$ cat config.mk
export PLATFORM = sky130hd
export DESIGN_NAME = bus_matrix_slave_arbiter
export DESIGN_NICKNAME = d
export VERILOG_FILES = /design/src/rtl/bus_matrix_slave_arbiter.sv
export SDC_FILE = /design/constraint.sdc
export NUM_CORES = 1
export LEC_CHECK = 0
export ABC_AREA = 0
export BUFFER_PORTS_ARGS = -buffer_cell sky130_fd_sc_hd__buf_2
export CELL_PAD_IN_SITES_DETAIL_PLACEMENT = 1
export CELL_PAD_IN_SITES_GLOBAL_PLACEMENT = 1
export CORE_AREA = 4 4 41 43
export DETAILED_ROUTE_END_ITERATION = 10
export DIE_AREA = 0 0 45 47
export GPL_TIMING_DRIVEN = 0
export HOLD_SLACK_MARGIN = 0.05
export PLACE_DENSITY_LB_ADDON = 0.25
export SYNTH_ARGS = -nofsm -noshare
export SYNTH_HDL_FRONTEND = slang
export SYNTH_SLANG_ARGS = --single-unit
$ cat constraint.sdc
create_clock -name clk_i -period 1.6 [get_ports clk_i]
set_clock_uncertainty 0.15 [all_clocks]
set_input_delay 0.16 -clock clk_i [delete_from_list [all_inputs] [get_ports clk_i]]
set_output_delay 0.16 -clock clk_i [all_outputs]
set_load 0.005 [all_outputs]
$ cat src/rtl/bus_matrix_slave_arbiter.sv
// Per-slave-port round-robin arbiter for the bus matrix.
// Grants one requesting master and holds the grant until the slave reports done.
// On release, priority rotates to the master after the owner, and a new owner can be
// granted on the same edge, so there is no idle cycle between owners.
// Optional watchdog: define BUS_MATRIX_ARB_TIMEOUT_EN to force-release a grant that
// stays open for TIMEOUT_CYCLES cycles without done_i. When the macro is not defined,
// timeout_o is tied to 0.
module bus_matrix_slave_arbiter #(
  parameter int unsigned N_MASTERS      = 2,
  parameter int unsigned IDX_W          = (N_MASTERS > 1) ? $clog2(N_MASTERS) : 1,
  parameter int unsigned TIMEOUT_CYCLES = 256
) (
  input  logic                 clk_i,
  input  logic                 rst_ni,
  input  logic [N_MASTERS-1:0] req_i,
  input  logic [N_MASTERS-1:0] lock_i,
  input  logic                 done_i,
  output logic [N_MASTERS-1:0] gnt_o,
  output logic [IDX_W-1:0]     gnt_idx_o,
  output logic                 gnt_valid_o,
  output logic                 timeout_o
);

  if (N_MASTERS < 1 || TIMEOUT_CYCLES < 2) begin : g_param_check
    $error("bus_matrix_slave_arbiter: need N_MASTERS >= 1 and TIMEOUT_CYCLES >= 2");
  end

  typedef enum logic {StIdle, StBusy} state_e;

  state_e                 state;
  logic [IDX_W-1:0]       ptr;
  logic [IDX_W-1:0]       owner_inc;
  logic [IDX_W-1:0]       scan_base;
  logic [IDX_W-1:0]       pick;
  logic [IDX_W-1:0]       cand;
  logic [N_MASTERS-1:0]   pick_onehot;
  logic                   found;
  logic                   owner_keeps;
  logic                   release_grant;
  logic                   wd_expire;

  // The owner's successor is both the new priority pointer and the scan start
  // on release, so the current owner is scanned last.
  assign owner_inc     = (gnt_idx_o == IDX_W'(N_MASTERS - 1)) ? '0 : gnt_idx_o + 1'b1;
  assign owner_keeps   = lock_i[gnt_idx_o] & req_i[gnt_idx_o];
  assign release_grant = (state == StBusy) & ((done_i & ~owner_keeps) | wd_expire);
  assign scan_base     = (state == StIdle) ? ptr : owner_inc;

  // Pick the first requester at or after scan_base, wrapping modulo N_MASTERS.
  always_comb begin
    found       = 1'b0;
    pick        = '0;
    cand        = '0;
    pick_onehot = '0;
    for (int unsigned i = 0; i < N_MASTERS; i++) begin
      cand = IDX_W'((32'(scan_base) + i) % N_MASTERS);
      if (!found && req_i[cand]) begin
        found = 1'b1;
        pick  = cand;
      end
    end
    pick_onehot[pick] = 1'b1;
  end

  // Grant FSM: registered grant outputs and the rotating priority pointer.
  always_ff @(posedge clk_i) begin
    if (!rst_ni) begin
      state       <= StIdle;
      ptr         <= '0;
      gnt_o       <= '0;
      gnt_idx_o   <= '0;
      gnt_valid_o <= 1'b0;
    end else begin
      case (state)
        StIdle: begin
          if (found) begin
            state       <= StBusy;
            gnt_o       <= pick_onehot;
            gnt_idx_o   <= pick;
            gnt_valid_o <= 1'b1;
          end
        end
        StBusy: begin
          if (release_grant) begin
            ptr <= owner_inc;
            if (found) begin
              gnt_o     <= pick_onehot;
              gnt_idx_o <= pick;
            end else begin
              state       <= StIdle;
              gnt_o       <= '0;
              gnt_valid_o <= 1'b0;
            end
          end
        end
        default: state <= StIdle;
      endcase
    end
  end

`ifdef BUS_MATRIX_ARB_TIMEOUT_EN
  localparam int unsigned WD_W = ($clog2(TIMEOUT_CYCLES) > 0) ? $clog2(TIMEOUT_CYCLES) : 1;

  logic [WD_W-1:0] wd_cnt;
  logic            timeout_q;

  assign wd_expire = (state == StBusy) & ~done_i & (wd_cnt == WD_W'(TIMEOUT_CYCLES - 1));
  assign timeout_o = timeout_q;

  // Watchdog: counts open BUSY cycles; any release, done or idle cycle restarts it.
  always_ff @(posedge clk_i) begin
    if (!rst_ni) begin
      wd_cnt    <= '0;
      timeout_q <= 1'b0;
    end else begin
      timeout_q <= wd_expire;
      if (state != StBusy || done_i || release_grant) begin
        wd_cnt <= '0;
      end else begin
        wd_cnt <= wd_cnt + 1'b1;
      end
    end
  end
`else
  assign wd_expire = 1'b0;
  assign timeout_o = 1'b0;
`endif

endmodule

### After elaboration in Yosys (flattened, before gate mapping)

Cells that the tools add are included.

* flip-flop bits (word level): 6
* input port bits: 7
* output and inout bits: 5
* logic and storage cells: 56

* $add $sub $neg: 2
* order comparisons: 5
* equal/unequal tests: 3
* multiplexer cells: 30
* bitwise logic cells: 5
* reductions and logical operators: 6

Operator list (count)
* $mux 1: 22
* $lt 1x2->1 const B: 4
* $mux 2: 3
* $pmux 1 s2: 3
* $ne 2x2->1 const B: 2
* $pmux 2 s2: 1
* $reduce_and 2->1: 2
* $and 1x1->1: 3
* $reduce_and 3->1: 1
* $add 1x1->1 const B: 2
* $logic_and 1x1->1: 2
* $ne 2x1->1 const B: 1
* $not 1->1: 2
* $demux 1 s1: 1
* $ge 1x1->1 const B: 1
* $logic_not 1->1: 1

### Depth between registers and ports, before layout

Gate-level depths: netlist of run 1.

* depth in word-level cells: 16
* gate-level depth with buffers: 5

### Least setup slack after synthesis of run 1

No wires, ideal clock.

* path type: flip-flop to flip-flop
* from: register gnt_idx_o
* to: register gnt_o[1]
* library setup time: 0.126 ns
* arrival time: 0.955 ns
* path slack: 0.369 ns
* cell stages (with the launch flop): 5
* path buffers: 0
* clock period less this slack: 1.231 ns
* cell sequence: dfxtp_1 > and2b_1 > o31ai_1 > a21o_1 > o22ai_1

* cells in the longest elaborated chain, start to end: 16
* elaborated cells between the ends (all ways): 34

Ends and longest elaborated chain
* start, declared: line 19 `output logic [IDX_W-1:0] gnt_idx_o,`
* start signal, assigned: line 79 `gnt_idx_o <= pick;`
* start signal, assigned: line 88 `gnt_idx_o <= pick;`
* $add 1x1->1: line 44 `assign owner_inc = (gnt_idx_o == IDX_W'(N_MASTERS - 1)) ? '0 : gnt_idx_o + 1'b1;`
* $mux 1: line 44
* $mux 1: line 47 `assign scan_base = (state == StIdle) ? ptr : owner_inc;`
* $mux 1 (implied by the code) (2 in series): line 57 `if (!found && req_i[cand]) begin`
* $mux 1: line 57
* $logic_not 1->1: line 57
* $logic_and 1x1->1: line 57
* $mux 1: line 57
* $lt 1x2->1 (implied by the code) or $ge 1x1->1 (tied branches): line 62 `pick_onehot[pick] = 1'b1;`
* $logic_and 1x1->1 (implied by the code): line 62
* $mux 1 (implied by the code): line 62
* $demux 1 s1: line 62
* $mux 2: line 86 `if (found) begin`
* $mux 2: line 84 `if (release_grant) begin`
* $pmux 2 s2: line 74 `case (state)`
* end signal, assigned: line 78 `gnt_o <= pick_onehot;`
* end signal, assigned: line 87 `gnt_o <= pick_onehot;`
* end, declared: line 18 `output logic [N_MASTERS-1:0] gnt_o,`

Several ways; a longest one is shown, not always the timed one. The select of a mux whose other input is x is not followed.
A chain may end at the register's enable or synchronous reset.

### Final worst setup path of run 1

Same ends and word-level chain as after synthesis.

==> reports/results.ini, run 1 <==
[cts]
ctsHtreeMaxLevel = 1
clkSinkCount = 6
post-cts-setup-buffer-count = 0
clkTransAtPathRegs_ns = 0.05
cts_tree = yes
cts_buffers = 3
hold_buffers = 1
clockRootBuffer = clkbuf_4
cts.repair.resized = 0
cts_buffer_depth = 2
clock_latency_ns = 0.24

[detailed_routing]
drt_wl_total_um = 814
drtAntennaViolNets = 0
drc = 0
drtIter0Drc = 4
routedWlPerCell_um = 11.5
routed_via_density = 4.65
num_vias = 330
dr.pass1.iters = 4

[setup_path]
cp_max_fo = 6
startpoint_type = register
rr_worst_depth = 4
worstSetupPathType = reg2reg
r2r-start = gnt_idx_o
crit_end = gnt_o[1]
critPathLaunch = gnt_idx_o
arrival_ns = 1.29
r2r_slack_ns = 0.28
cp.required_ns = 1.57
critPathCaptureType = register
r2r_end = gnt_o[1]

[grt]
grt_max_degree = 11
grt_pass1_vias = 315
antenna_found_initial = 0
grtUsageTotal = 0.0856
grt-ovfl-total = 0
grt_pass1_wl_mm = 1.31

[cells_and_area]
layout-drive-gt1-share = 0.304
layout.cells.non_filler = 71
finalNetCount = 65
layout-area-overhead-vs-synth_pct = 31.5
antennaDiodeCount = 0

[logic_synthesis]
netlist_top_cells_area = dfxtp_1, a21oi_1, o21ai_0
syn_inst = 42
synth_seq_area_share = 0.374
synth_area_per_cell_um2 = 7.66
synth_top_area_cell = dfxtp_1
synth_common_cells = a21oi_1, dfxtp_1, o21ai_0
async_flop_share = 0
synth.top_cell.area_share = 0.374
synthFlopType = dfxtp_1
yosys_warnings = 0
syn-cell-area_um2 = 322
ys_seq_elements = 6
ys_types = 20
syn_nets = 49
synth_edf_count = 0

[die]
core_um2 = 1300
initial_core_util = 0.247
io_pins = 12
die_w_um = 45
die_h_um = 47
die_area_um2 = 2120
rows = 13

[power]
powerDensity_nw_per_um2 = 917
ir_drop_mv = 0.369
leakage_nw = 0.207
p_total_mw = 0.388

[sta]
fin_crit_sh = 0.824
fin_crit_ns = 1.32
setup_violations = 0
rsz0062_at_grt = false
fmax_ghz = 0.759
slew_violations = 0
whs_ns = 0.0593
setup_slack_ns = 0.282
tns_ns = 0
finalHoldViolCount = 0

[placed_design]
hpwl_um = 616
dp.cells = 67
gp_congestion = 0.703
place_ws_ns = 0.296
io_buffers = 10

[outcome]
status = finished clean

[worst_hold_path]
hold_path_class = in2reg

[job]
maxCapViolations = 0

[how the worst min path moves through the flow]
stage	slack (ns)	start	endpoint	cells past startpoint
final	0.06	done_i	ptr	3
after global routing	0.08	done_i	ptr	3
after CTS	0.06	done_i	ptr	3
after detailed placement	0.29	rst_ni	gnt_o[0]	2
after global placement	0.29	rst_ni	gnt_o[0]	2
after floorplan	0.14	rst_ni	gnt_o[0]	1
[registers in the layout (all words and copies together) (netlist names)]
| signal | count |
|---|---|
| gnt_idx_o | 1 |
| ptr | 1 |
| gnt_valid_o | 1 |
| state | 1 |
| gnt_o | 2 |
[per-stage QoR]
step / instance area [µm²] / utilization
CTS: 423 / 0.325
global route: 423 / 0.325
detailed placement: 390 / 0.300
floorplan: 322 / -
global placement: 390 / 0.300
finish: 423 / 0.325
[report_power, final]
part / internal, mW / total, mW / switching, mW
registers: 0.162 / 0.168 / 0.00637
clock network: 0.0851 / 0.143 / 0.0575
logic: 0.0362 / 0.0768 / 0.0407
total: 0.283 / 0.388 / 0.105
[metal layers]
layer  GRT usage  part of all wire
met2       0.119              0.38
met4      0.0526                 0
met1       0.119              0.53
met3      0.0192             0.086
met5           0                 0
[layout make-up]
type / count / area, µm²
repair buffers: 11 / 60.1
flip-flops and latches: 6 / 120
multi-input cells: 31 / 175
clock buffers: 3 / 22.5
well taps: 15 / 18.8
inverters: 3 / 11.3
plain buffers: 2 / 15.0
fillers: 179 / 878
[cell families (layout without fill, tap and decap cells)]
logic type             count (synthesis)  count (layout)  synth area share
AO/OA/AOI/OAI                         17              17             0.335
buffers and inverters                  5              19            0.0817
flip-flops                             6               6             0.374
other                                  1               1            0.0117
AND/OR/NAND/NOR                       13              13             0.198
[layout by cell type, fill, tap and decap left out, drive strengths merged, types with 2 or more instances in the layout]
cell type and count:
a21oi 6, buf 12, clkbuf 3, dfxtp 6
inv 3, nand2 4, nand3 2, nor2 3
nor2b 2, o21ai 5
[worst max-delay path, cell delays in order, from the launching register on]
cell     delay (ns)
dfxtp_1        0.42
and2b_1        0.22
o31ai_1        0.20
a21o_1         0.13
o22ai_1        0.08
No activity file was read; power rests on OpenSTA's default activity.
==> run 2, diff against run 1 <==
==> constraint.sdc (replaced) <==
create_clock -name clk_i -period 1.37 [get_ports clk_i]
set_clock_uncertainty 0.15 [all_clocks]
set_input_delay 0.137 -clock clk_i [delete_from_list [all_inputs] [get_ports clk_i]]
set_output_delay 0.137 -clock clk_i [all_outputs]
set_load 0.005 [all_outputs]
==> reports/results.ini, run 2 (synthesized netlist as in run 1, its figures left out) <==
[setup_path]
arrival_ns = 1.28  ; was 1.29 ns
cp_max_fo = 6  ; unchanged
cp.required_ns = 1.34  ; was 1.57 ns
critPathCaptureType = register  ; unchanged
worstSetupPathType = reg2reg  ; unchanged
startpoint_type = register  ; unchanged

[sta]
finalHoldViolCount = 0  ; unchanged
fmax_ghz = 0.768  ; was 0.759 GHz
fin_crit_ns = 1.30  ; was 1.32 ns
setup_violations = 0  ; unchanged
tns_ns = 0  ; unchanged
rsz0062_at_grt = false  ; unchanged
slew_violations = 0  ; unchanged
setup_slack_ns = 0.0679  ; was 0.282 ns
fin_crit_sh = 0.950  ; was 0.824

[grt]
grtUsageTotal = 0.0856  ; unchanged
grt_pass1_vias = 315  ; unchanged
grt-ovfl-total = 0  ; unchanged
grt_max_degree = 11  ; unchanged
antenna_found_initial = 0  ; unchanged
grt_pass1_wl_mm = 1.31  ; unchanged

[cts]
clockRootBuffer = clkbuf_4  ; unchanged
cts_tree = yes  ; unchanged
cts_buffer_depth = 2  ; unchanged
clkTransAtPathRegs_ns = 0.05  ; about the same
cts_buffers = 3  ; unchanged
clock_latency_ns = 0.25  ; was 0.24 ns
clkSinkCount = 6  ; unchanged
ctsHtreeMaxLevel = 1  ; unchanged

[die]
die_w_um = 45  ; unchanged
rows = 13  ; unchanged
core_um2 = 1300  ; unchanged
io_pins = 12  ; unchanged
die_h_um = 47  ; unchanged
die_area_um2 = 2120  ; unchanged
initial_core_util = 0.247  ; unchanged

[power]
leakage_nw = 0.211  ; was 0.207 nW
powerDensity_nw_per_um2 = 1030  ; was 917 nW/µm²
p_total_mw = 0.464  ; was 0.388 mW
ir_drop_mv = 0.432  ; was 0.369 mV

[cells_and_area]
layout_common_cells = buf_2, a21oi_1, o21ai_0, dfxtp_1  ; was buf_2, a21oi_1, dfxtp_1, o21ai_0
layout-drive-gt1-share = 0.351  ; was 0.304
largest_reg_flops = 2  ; unchanged
antennaDiodeCount = 0  ; unchanged
layout-area-overhead-vs-synth_pct = 39.7  ; was 31.5%
finalNetCount = 66  ; was 65
largest_register = gnt_o  ; unchanged
layout_commonest_cell = buf_2  ; unchanged

[detailed_routing]
drc = 0  ; unchanged
drt_wl_total_um = 878  ; was 814 µm
num_vias = 332  ; was 330
drtIter0Drc = 5  ; was 4
dr.pass1.iters = 2  ; was 4
drtAntennaViolNets = 0  ; unchanged
routed_via_density = 4.61  ; was 4.65
routedWlPerCell_um = 12.2  ; was 11.5 µm

[placed_design]
place_ws_ns = 0.0662  ; was 0.296 ns
gp_congestion = 0.703  ; unchanged
io_buffers = 10  ; unchanged
hpwl_um = 616  ; unchanged

[worst_hold_path]
hold_path_class = in2reg  ; unchanged

[job]
maxCapViolations = 0  ; unchanged

[outcome]
status = finished clean  ; unchanged

## run 2: area by class of cell
class | instances | area [µm²]
Buffer | 1 | 7.51
Clock buffer | 3 | 22.5
Fill cell | 172 | 852
Inverter | 3 | 11.3
Multi-Input combinational cell | 31 | 186
Sequential cell | 6 | 125
Tap cell | 15 | 18.8
Timing Repair Buffer | 13 | 77.6
## run 2: worst max-delay path, stage by stage, from the launching register on
cell     delay (ns)
dfxtp_4        0.38
and2b_1        0.20
o31ai_1        0.24
a21o_1         0.13
o22ai_1        0.08
## run 2: per-stage QoR
stage               cells  hold WS [ns]  instance area, µm²  utilization
CTS                    72        0.0757                 433        0.333
finish                 72        0.0951                 449        0.345
floorplan              42         0.120                 322            -
global placement       67         0.266                 390        0.300
global route           72         0.111                 449        0.345
detailed placement     67         0.263                 390        0.300
## run 2: power breakdown
part	leakage, nW	switching, mW	internal [mW]	total (mW)
combinational	0.146	0.0453	0.0463	0.0917
sequential	0.0506	0.0136	0.190	0.203
clock	0.0138	0.0695	0.0995	0.169
total	0.211	0.128	0.335	0.464
## run 2: final timing paths
check | start | to | slack [ns] | cells past startpoint
hold / removal | lock_i[0] | ptr | 0.1 | 4
setup / recovery | gnt_idx_o | gnt_o[1] | 0.07 | 4
setup reg to reg | gnt_idx_o | gnt_o[1] | 0.07 | 4
hold reg to reg | gnt_o[1] | gnt_o[1] | 0.31 | 2
## run 2: timing repair
item,CTS,global route
buffers inserted,0,1
setup endpoints to repair,0,3
resized for setup,0,5
hold endpoints to repair,4,0
hold buffers,2,0
## run 2: layer usage
| layer | track usage | part of all wire | up-vias |
|---|---|---|---|
| li1 | - | - | 178 |
| met1 | 0.119 | 0.50 | 143 |
| met2 | 0.119 | 0.42 | 11 |
| met3 | 0.0192 | 0.077 | 0 |
| met4 | 0.0526 | 0 | 0 |
| met5 | 0 | 0 | - |
